`src/rtl/data_mem_responder_pkg.sv`:
```
// Shared types for the data memory responder: channel FSM states,
// operation codes and a small helper used for sizing counters.
package mem_pkg;

    typedef enum logic [1:0] {
        IDLE    = 2'd0,
        BUSY    = 2'd1,
        RESPOND = 2'd2
    } mem_chan_state_e;

    typedef logic mem_op_t;

    localparam mem_op_t OP_READ  = 1'b0;
    localparam mem_op_t OP_WRITE = 1'b1;

    function automatic int max_int(input int a, input int b);
        return (a > b) ? a : b;
    endfunction

endpackage

```
`src/rtl/data_mem_responder_if.sv`:
```
// Multi-channel read/write handshake between requesters and the data
// memory. master: requester side (drives valid/address/data).
// slave: memory side (drives ready and read data).
interface data_mem_responder_if #(
    parameter int CHANNELS  = 4,
    parameter int ADDR_BITS = 8,
    parameter int DATA_BITS = 8
);

    logic [CHANNELS-1:0]                read_valid;
    logic [CHANNELS-1:0][ADDR_BITS-1:0] read_address;
    logic [CHANNELS-1:0]                read_ready;
    logic [CHANNELS-1:0][DATA_BITS-1:0] read_data;
    logic [CHANNELS-1:0]                write_valid;
    logic [CHANNELS-1:0][ADDR_BITS-1:0] write_address;
    logic [CHANNELS-1:0][DATA_BITS-1:0] write_data;
    logic [CHANNELS-1:0]                write_ready;

    modport master (
        output read_valid,
        output read_address,
        output write_valid,
        output write_address,
        output write_data,
        input  read_ready,
        input  read_data,
        input  write_ready
    );

    modport slave (
        input  read_valid,
        input  read_address,
        input  write_valid,
        input  write_address,
        input  write_data,
        output read_ready,
        output read_data,
        output write_ready
    );

endinterface

```
`src/rtl/data_mem_responder_rr_arbiter.sv`:
```
// Round-robin arbiter: one grant per cycle among req bits, searching
// from the channel after the last one granted.
// Ports: clk, reset (sync, high), req[N], grant_valid, grant_idx.
module rr_arbiter #(
    parameter int N        = 4,
    parameter int IDX_BITS = (N > 1) ? $clog2(N) : 1
) (
    input  logic                clk,
    input  logic                reset,
    input  logic [N-1:0]        req,
    output logic                grant_valid,
    output logic [IDX_BITS-1:0] grant_idx
);

    logic [IDX_BITS-1:0] last_q;

    always_comb begin
        grant_valid = 1'b0;
        grant_idx   = '0;
        for (int i = 1; i <= N; i++) begin
            if (!grant_valid &&
                req[IDX_BITS'((int'(last_q) + i) % N)]) begin
                grant_valid = 1'b1;
                grant_idx   = IDX_BITS'((int'(last_q) + i) % N);
            end
        end
    end

    // Pointer starts at N-1 so channel 0 is first in line after reset.
    always_ff @(posedge clk) begin
        if (reset) begin
            last_q <= IDX_BITS'(N - 1);
        end else if (grant_valid) begin
            last_q <= grant_idx;
        end
    end

endmodule

```
`src/rtl/data_mem_responder.sv`:
```
// Single-ported data memory shared by several requester channels with
// round-robin grant and fixed read/write response latency.
// Ports: clk, reset (sync, high), bus (slave side of the handshake).
module data_mem_responder
    import mem_pkg::*;
#(
    parameter int ADDR_BITS     = 8,
    parameter int DATA_BITS     = 8,
    parameter int CHANNELS      = 4,
    parameter int MEM_DEPTH     = 2 ** ADDR_BITS,
    parameter int READ_LATENCY  = 2,
    parameter int WRITE_LATENCY = 2
) (
    input  logic           clk,
    input  logic           reset,
    data_mem_responder_if.slave bus
);

    localparam int IDX_BITS =
        (MEM_DEPTH > 1) ? $clog2(MEM_DEPTH) : 1;
    localparam int CH_BITS =
        (CHANNELS > 1) ? $clog2(CHANNELS) : 1;
    localparam int CNT_BITS =
        $clog2(max_int(READ_LATENCY, WRITE_LATENCY) + 1);

    localparam logic [CNT_BITS-1:0] RD_LOAD =
        CNT_BITS'(READ_LATENCY - 1);
    localparam logic [CNT_BITS-1:0] WR_LOAD =
        CNT_BITS'(WRITE_LATENCY - 1);

    typedef struct packed {
        mem_op_t              op;
        logic [ADDR_BITS-1:0] addr;
        logic [DATA_BITS-1:0] data;
    } mem_req_t;

    logic [DATA_BITS-1:0] mem [MEM_DEPTH];

    mem_chan_state_e      state   [CHANNELS];
    mem_op_t              op_q    [CHANNELS];
    logic [CNT_BITS-1:0]  cnt     [CHANNELS];
    logic [DATA_BITS-1:0] word_q  [CHANNELS];
    logic [CHANNELS-1:0]  abort_q;

    logic [CHANNELS-1:0]                rd_rdy_q;
    logic [CHANNELS-1:0]                wr_rdy_q;
    logic [CHANNELS-1:0][DATA_BITS-1:0] rd_data_q;

    logic [CHANNELS-1:0] elig;
    logic [CHANNELS-1:0] chan_valid;
    logic                gnt_valid;
    logic [CH_BITS-1:0]  gnt_idx;
    mem_req_t            gnt_req;
    logic                in_range;
    logic [IDX_BITS-1:0] mem_idx;
    logic [DATA_BITS-1:0] rd_word;

    // chan_valid follows the valid of the op actually in flight, so a
    // read that is done does not keep the channel busy on write_valid.
    always_comb begin
        elig       = '0;
        chan_valid = '0;
        for (int c = 0; c < CHANNELS; c++) begin
            elig[c] = (state[c] == IDLE) &&
                      (bus.read_valid[c] || bus.write_valid[c]);
            chan_valid[c] = (op_q[c] == OP_READ) ?
                            bus.read_valid[c] :
                            bus.write_valid[c];
        end
    end

    rr_arbiter #(
        .N        (CHANNELS),
        .IDX_BITS (CH_BITS)
    ) u_arb (
        .clk         (clk),
        .reset       (reset),
        .req         (elig),
        .grant_valid (gnt_valid),
        .grant_idx   (gnt_idx)
    );

    // Read wins when a channel raises both valids.
    always_comb begin
        if (bus.read_valid[gnt_idx]) begin
            gnt_req.op   = OP_READ;
            gnt_req.addr = bus.read_address[gnt_idx];
        end else begin
            gnt_req.op   = OP_WRITE;
            gnt_req.addr = bus.write_address[gnt_idx];
        end
        gnt_req.data = bus.write_data[gnt_idx];
    end

    assign in_range = {1'b0, gnt_req.addr} <
                      (ADDR_BITS + 1)'(MEM_DEPTH);
    assign mem_idx  = gnt_req.addr[IDX_BITS-1:0];
    assign rd_word  = in_range ? mem[mem_idx] : '0;

    // Storage is deliberately left out of reset.
    always_ff @(posedge clk) begin
        if (!reset && gnt_valid && in_range &&
            gnt_req.op == OP_WRITE) begin
            mem[mem_idx] <= gnt_req.data;
        end
    end

    always_ff @(posedge clk) begin
        if (reset) begin
            for (int c = 0; c < CHANNELS; c++) begin
                state[c]  <= IDLE;
                op_q[c]   <= OP_READ;
                cnt[c]    <= '0;
                word_q[c] <= '0;
            end
            abort_q   <= '0;
            rd_rdy_q  <= '0;
            wr_rdy_q  <= '0;
            rd_data_q <= '0;
        end else begin
            for (int c = 0; c < CHANNELS; c++) begin
                unique case (state[c])
                    IDLE: begin
                        if (gnt_valid &&
                            gnt_idx == CH_BITS'(c)) begin
                            state[c]   <= BUSY;
                            op_q[c]    <= gnt_req.op;
                            abort_q[c] <= 1'b0;
                            if (gnt_req.op == OP_READ) begin
                                cnt[c]    <= RD_LOAD;
                                word_q[c] <= rd_word;
                            end else begin
                                cnt[c]    <= WR_LOAD;
                                word_q[c] <= '0;
                            end
                        end
                    end
                    BUSY: begin
                        // Remember an abort so the response is a
                        // single-cycle pulse even if valid returns.
                        if (!chan_valid[c]) begin
                            abort_q[c] <= 1'b1;
                        end
                        if (cnt[c] == '0) begin
                            state[c] <= RESPOND;
                            if (op_q[c] == OP_READ) begin
                                rd_rdy_q[c]  <= 1'b1;
                                rd_data_q[c] <= word_q[c];
                            end else begin
                                wr_rdy_q[c] <= 1'b1;
                            end
                        end else begin
                            cnt[c] <= cnt[c] - 1'b1;
                        end
                    end
                    RESPOND: begin
                        if (abort_q[c] || !chan_valid[c]) begin
                            state[c]     <= IDLE;
                            rd_rdy_q[c]  <= 1'b0;
                            wr_rdy_q[c]  <= 1'b0;
                            rd_data_q[c] <= '0;
                        end
                    end
                    default: begin
                        state[c] <= IDLE;
                    end
                endcase
            end
        end
    end

    assign bus.read_ready  = rd_rdy_q;
    assign bus.write_ready = wr_rdy_q;
    assign bus.read_data   = rd_data_q;

endmodule
```
`src/flat_wrapper.sv`:
```
// flat-port wrapper written by rule: the top's interface ports become plain ports
module data_mem_responder_flat import mem_pkg::*;
#(
    parameter int ADDR_BITS     = 8,
    parameter int DATA_BITS     = 8,
    parameter int CHANNELS      = 4,
    parameter int MEM_DEPTH     = 2 ** ADDR_BITS,
    parameter int READ_LATENCY  = 2,
    parameter int WRITE_LATENCY = 2
)
  (clk, reset, bus_read_valid, bus_read_address, bus_write_valid, bus_write_address, bus_write_data, bus_read_ready, bus_read_data, bus_write_ready);
  data_mem_responder_if #(.CHANNELS(CHANNELS), .ADDR_BITS(ADDR_BITS), .DATA_BITS(DATA_BITS)) bus_i ();
  input  logic clk;
  input  logic reset;
  input wire logic [$bits(bus_i.read_valid)-1:0] bus_read_valid;
  input wire logic [$bits(bus_i.read_address)-1:0] bus_read_address;
  input wire logic [$bits(bus_i.write_valid)-1:0] bus_write_valid;
  input wire logic [$bits(bus_i.write_address)-1:0] bus_write_address;
  input wire logic [$bits(bus_i.write_data)-1:0] bus_write_data;
  output wire logic [$bits(bus_i.read_ready)-1:0] bus_read_ready;
  output wire logic [$bits(bus_i.read_data)-1:0] bus_read_data;
  output wire logic [$bits(bus_i.write_ready)-1:0] bus_write_ready;
  assign bus_i.read_valid = bus_read_valid;
  assign bus_i.read_address = bus_read_address;
  assign bus_i.write_valid = bus_write_valid;
  assign bus_i.write_address = bus_write_address;
  assign bus_i.write_data = bus_write_data;
  assign bus_read_ready = bus_i.read_ready;
  assign bus_read_data = bus_i.read_data;
  assign bus_write_ready = bus_i.write_ready;
  data_mem_responder #(.ADDR_BITS(ADDR_BITS), .DATA_BITS(DATA_BITS), .CHANNELS(CHANNELS), .MEM_DEPTH(MEM_DEPTH), .READ_LATENCY(READ_LATENCY), .WRITE_LATENCY(WRITE_LATENCY)) u_core (.clk(clk), .reset(reset), .bus(bus_i));
endmodule
```
`config.mk`:
```
export PLATFORM = sky130hd
export DESIGN_NAME = data_mem_responder_flat
export DESIGN_NICKNAME = d
export VERILOG_FILES = /design/src/rtl/data_mem_responder_pkg.sv /design/src/rtl/data_mem_responder_if.sv /design/src/rtl/data_mem_responder_rr_arbiter.sv /design/src/rtl/data_mem_responder.sv /design/src/flat_wrapper.sv
export SDC_FILE = /design/constraint.sdc
export NUM_CORES = 2
export LEC_CHECK = 0
export CORE_MARGIN = 5
export CORE_UTILIZATION = 30
export CTS_CLUSTER_DIAMETER = 100
export DETAILED_ROUTE_END_ITERATION = 8
export DONT_BUFFER_PORTS = 1
export PLACE_DENSITY = 0.45
export SKIP_CTS_REPAIR_TIMING = 1
export SYNTH_ARGS = -nofsm -noshare
export SYNTH_HDL_FRONTEND = slang
export SYNTH_HIERARCHICAL = 1
export SYNTH_SLANG_ARGS = --single-unit
```
`constraint.sdc`:
```
create_clock -name clk -period 10.4 [get_ports clk]
set_input_delay 0 -clock clk [delete_from_list [all_inputs] [get_ports clk]]
set_output_delay 0 -clock clk [all_outputs]
set_load 0.02 [all_outputs]
```
# Word level (Yosys, flattened, before mapping)
# Memories as Yosys holds them, arrays and structs flattened.
# Index checks and enable logic that the tools add are counted.
# totals
word_cells	415
ramBits	2100
output_inout_bits	40
regBits	46
mem_count	5
in_bits	106
# mem_list
memory	words	width	rd	rd_ports_with_merged_regs	wr	line	rtl
u_core.mem	256	8	1	0	1	data_mem_responder.sv:37	logic [DATA_BITS-1:0] mem [MEM_DEPTH];
u_core.word_q	4	8	4	0	4	data_mem_responder.sv:42	logic [DATA_BITS-1:0] word_q [CHANNELS];
u_core.cnt	4	2	4	0	4	data_mem_responder.sv:41	logic [CNT_BITS-1:0] cnt [CHANNELS];
u_core.state	4	2	4	0	4	data_mem_responder.sv:39	mem_chan_state_e state [CHANNELS];
u_core.op_q	4	1	4	0	4	data_mem_responder.sv:40	mem_op_t op_q [CHANNELS];
# op_classes
eq_ne	35
bitwise	40
reduce_logical	62
mux	243
order_cmp	5
addsub	8
# ops
cell	count
$mux W8	23
$mux W1	163
$mux W2	32
$pmux W8 S2	4
$bmux W8 S2	3
$or A1 B1 Y1	40
$reduce_and A4 Y1	8
$ne A2 B1 Y1 const B	12
$ne A2 B2 Y1 const B	12
$pmux W1 S2	12
$logic_not A2 Y1	9
$lt A2 B4 Y1 const B	4
$reduce_bool A2 Y1	8
$logic_and A1 B1 Y1	13
$eq A2 B2 Y1 const B	6
$reduce_and A3 Y1	4
$reduce_or A3 Y1	4
$bmux W1 S2	5
$eq A2 B1 Y1 const B	5
$mux W9	1
$logic_not A1 Y1	8
$logic_or A1 B1 Y1	8
$sub A2 B1 Y2 const B	4
$add A2 B1 Y2 const B	2
2 further kinds	3

# Logic depth before layout (Yosys ltp)
# An unclocked memory read counts as a cell.
# logic_depth
ltp_word	27
ltp_mapped	20
mapped_depth_nobuf	14

# Cells and area by module
# The synthesis kept the hierarchy.
# by_module_without_submodules
mod	seq_area_each_um2	instances	area_each_um2	cells_per_inst
data_mem_responder	63941.3	1	97897.6	7815
rr_arbiter	40.0	1	168.9	20

# Least setup slack after synthesis
# Ideal clock, no wire load.
# synth_path
path_kind	flip-flop to flip-flop
from	mem u_core/state[1][1] (netlist bit)
to	mem u_core.mem[0][0] (data pin)
t_arrival_ns	4.602
period_less_slack_ns	5.154
required_ns	9.848
setup_time_ns	0.552
stages_incl_launch_ff	9
setup_slack_ns	5.246
n_path_buf	3
cell_sequence	edfxtp_1 nor3_1 nand2b_1 a21o_1 a31oi_1 buf_6 buf_2 buf_1 mux4_2
# synth_rtl
item	line
from (decl)	data_mem_responder.sv:39
to (decl)	data_mem_responder.sv:37

==> qor.csv <==
metric,value,unit
Worst setup EP type,flop,
CTS Root Cell,clkbuf_16,
final net count,7668,
area of the multi-input gates,30700,µm²
area grow syn2layout,12.4,%
skew final,0.0825,ns
drt wl/cell,29.8,µm
Critical R2R Launch,u_core/state[2][1]$_SDFFCE_PP0P_,
kind of cell adding the most delay to the critical path,simple AND/OR/NAND/NOR gates,
asr flop ratio synth,0,
syn nets,7945,
antenna violations before repair,9,
total core area,326000,µm²
Max Buffers Root-to-Sink,4,
critical path peak fanout,113,
outcome,"complete, no violations",
starting density of the core,0.301,
CTS Sinks,2146,
final hold viol count,0,
achievable frequency,0.118,GHz
critical path class,flop to flop,
Setup crit start kind,flop,
Placed Area,103000,µm²
Buf/Inv on CP,4,
io pins,146,
vias post-DR,69700,
Pre-antenna DRT Iters,6,
Die Span Y,582,µm
final antenna-violating net count,0,
WP data arrival,9.14,ns
"Seq/Total Area, Yosys",0.652,
GRT Total Usage,0.203,
hold_ws,0.0145,ns
num rows,210,
Worst path max stage delay,0.81,ns
Reg-to-Reg End,u_core/word_q[2][3]$_SDFFCE_PP0P_,
RSZ-0062 raised after global routing,no,
Hold Path Cell Cnt,1,
Post-DP HPWL,203000,µm
CP Cell Sequence,nor3_1 -> o22ai_1 -> nor2_4 -> mux4_2 -> buf_4 -> or2_4 -> buf_12 -> buf_4 -> o22ai_1 -> o41ai_1 -> a41oi_1 -> o21ai_0 -> buf_4 -> nand4_1 -> nand4_1 -> nor2_1,
top-count cell post-synth,edfxtp_1,
Buffers on Ports,0,
Most used DFF post-synth,edfxtp_1,
largest net degree at the start of global routing,175,
Worst Tran Pin Value,1.42,ns
minimum clock period after layout,8.50,ns
Fin Setup TNS,0,ns
post-synthesis cell area,98100,µm²
Hold WC Path Type,primary input to flop,
"FF+latch count, synth",2146,
Max-slew headroom,0.0441,
CP required,11.04,ns
Yosys top cell by area,edfxtp_1,
grt ovf,0,
"worst slack, placed",2.03,ns
post-DR vias/cell,5.75,
CP most frequent cell,buf_4,
top post-synthesis cells by area,"edfxtp_1, a32o_1, nand2_1, o22ai_1, nor2b_1",
Cell variety after synth,54,
flip-flop and latch area,64000,µm²
reg2reg path depth,16,
clk slew on worst S/H paths,0.06,ns
# DRC,0,
Critical Path Stages,16,
final setup margin,1.90,ns
First DRT Iteration DRCs,7745,
Worst Setup EP,u_core/word_q[2][3]$_SDFFCE_PP0P_,
fin crit share,0.817,
vias in the first global route,66000,
CP startpoint,u_core/state[2][1]$_SDFFCE_PP0P_,
Max Cap Viol,0,
RePlAce Congestion,0.796,
final WL,360000,µm
fin area,110000,µm²
"Slew Viols, Final",0,
"EDFF count, synth",2100,
share of layout cells above drive strength 1,0.0806,
YS warnings,6,
level count of the clock H-tree,4,
CP max-delay cell,nor2_4,
first-pass GRT wire length,510000,µm
CTS Buf Count,240,
die area,338000,µm²
flop2flop setup slack,1.90,ns
filler cell count,31800,
syn_area_per_cell,12.5,µm²
"Clk Latency, worst-skew pair",0.92,ns
CTS tree,yes,
synth cell count leaders,"edfxtp_1, nand2_1, o22ai_1",
post-synth top area share,0.643,
die width,582,µm
endpoints failing setup,0,
Mapped Cells,7835,
worst reg2reg max path, delay by kind of cell (launching register included):
kind | cells | cell delay (ns)
and+or+nand+nor | 6 | 3.31
buffers and inverters | 4 | 2.07
AOI/OAI and AO/OA | 5 | 2.04
DFF | 1 | 0.45
muxes | 1 | 0.36
routing by layer:
| metal | GRT usage | vias up | routed length (µm) |
|---|---|---|---|
| li1 | - | 30500 | - |
| met1 | 0.285 | 35800 | 156000 |
| met2 | 0.326 | 2863 | 169000 |
| met3 | 0.0273 | 490 | 23900 |
| met4 | 0.0602 | 0 | 11300 |
| met5 | 0 | - | 0 |
layout by cell type, fill, tap and decap left out, types with 53 or more instances in the layout:
cell type,instances
clkinv_1,82
edfxtp_1,2100
clkbuf_1,53
nor2b_1,601
a2111oi_0,95
nor2_1,303
buf_4,180
a22oi_1,358
a21oi_1,216
a32o_1,592
nand2_1,1378
clkbuf_16,244
o22ai_1,698
o41ai_1,259
worst min path at each step:
stage / from / endpoint
after detailed placement: reset / u_core/bus.read_data[22]$_SDFFE_PP0P_
after global routing: bus_write_data[22] / u_core/mem[66][6]$_DFFE_PP_
after floorplan: reset / u_core/u_arb/last_q[1]$_SDFFE_PP1P_
after global placement: reset / u_core/bus.read_data[23]$_SDFFE_PP0P_
final: bus_write_data[22] / u_core/mem[65][6]$_DFFE_PP_
after CTS: reset / u_core/bus.read_data[22]$_SDFFE_PP0P_
flip-flops by register name, summed over array words and instances (netlist names):
| name | count |
|---|---|
| u_core/word_q | 32 |
| u_core/op_q | 4 |
| u_core/cnt | 8 |
| u_core/bus.read_ready | 4 |
| u_core/u_arb/last_q | 2 |
| u_core/mem | 2048 |
| u_core/state | 8 |
| u_core/abort_q | 4 |
| u_core/bus.write_ready | 4 |
| u_core/bus.read_data | 32 |
kinds of logic after synthesis:
kind of cell               Yosys count  share of synthesized area
DFF                               2146                      0.652
adders and majority gates            4                   0.000510
muxes                               41                    0.00744
buffers and inverters              795                     0.0375
AOI/OAI and AO/OA                 2379                      0.188
and+or+nand+nor                   2470                      0.114
final cells by class:
type | instances | share of cell area
Antenna cell | 4 | 0.0000908
Clock buffer | 297 | 0.0572
Clock inverter | 146 | 0.00951
Inverter | 22 | 0.000749
Multi-Input combinational cell | 4894 | 0.279
Sequential cell | 2146 | 0.581
Tap cell | 4346 | 0.0493
Timing Repair Buffer | 254 | 0.0235
per-stage QoR:
step,util,instances
floorplan,-,7835
global placement,0.314,11600
CTS,0.337,12100
finish,0.338,12100
detailed placement,0.314,11600
global route,0.338,12100
Power is not shown: default switching activity piles up to over one toggle a cycle in this logic, so the estimate is an artifact.
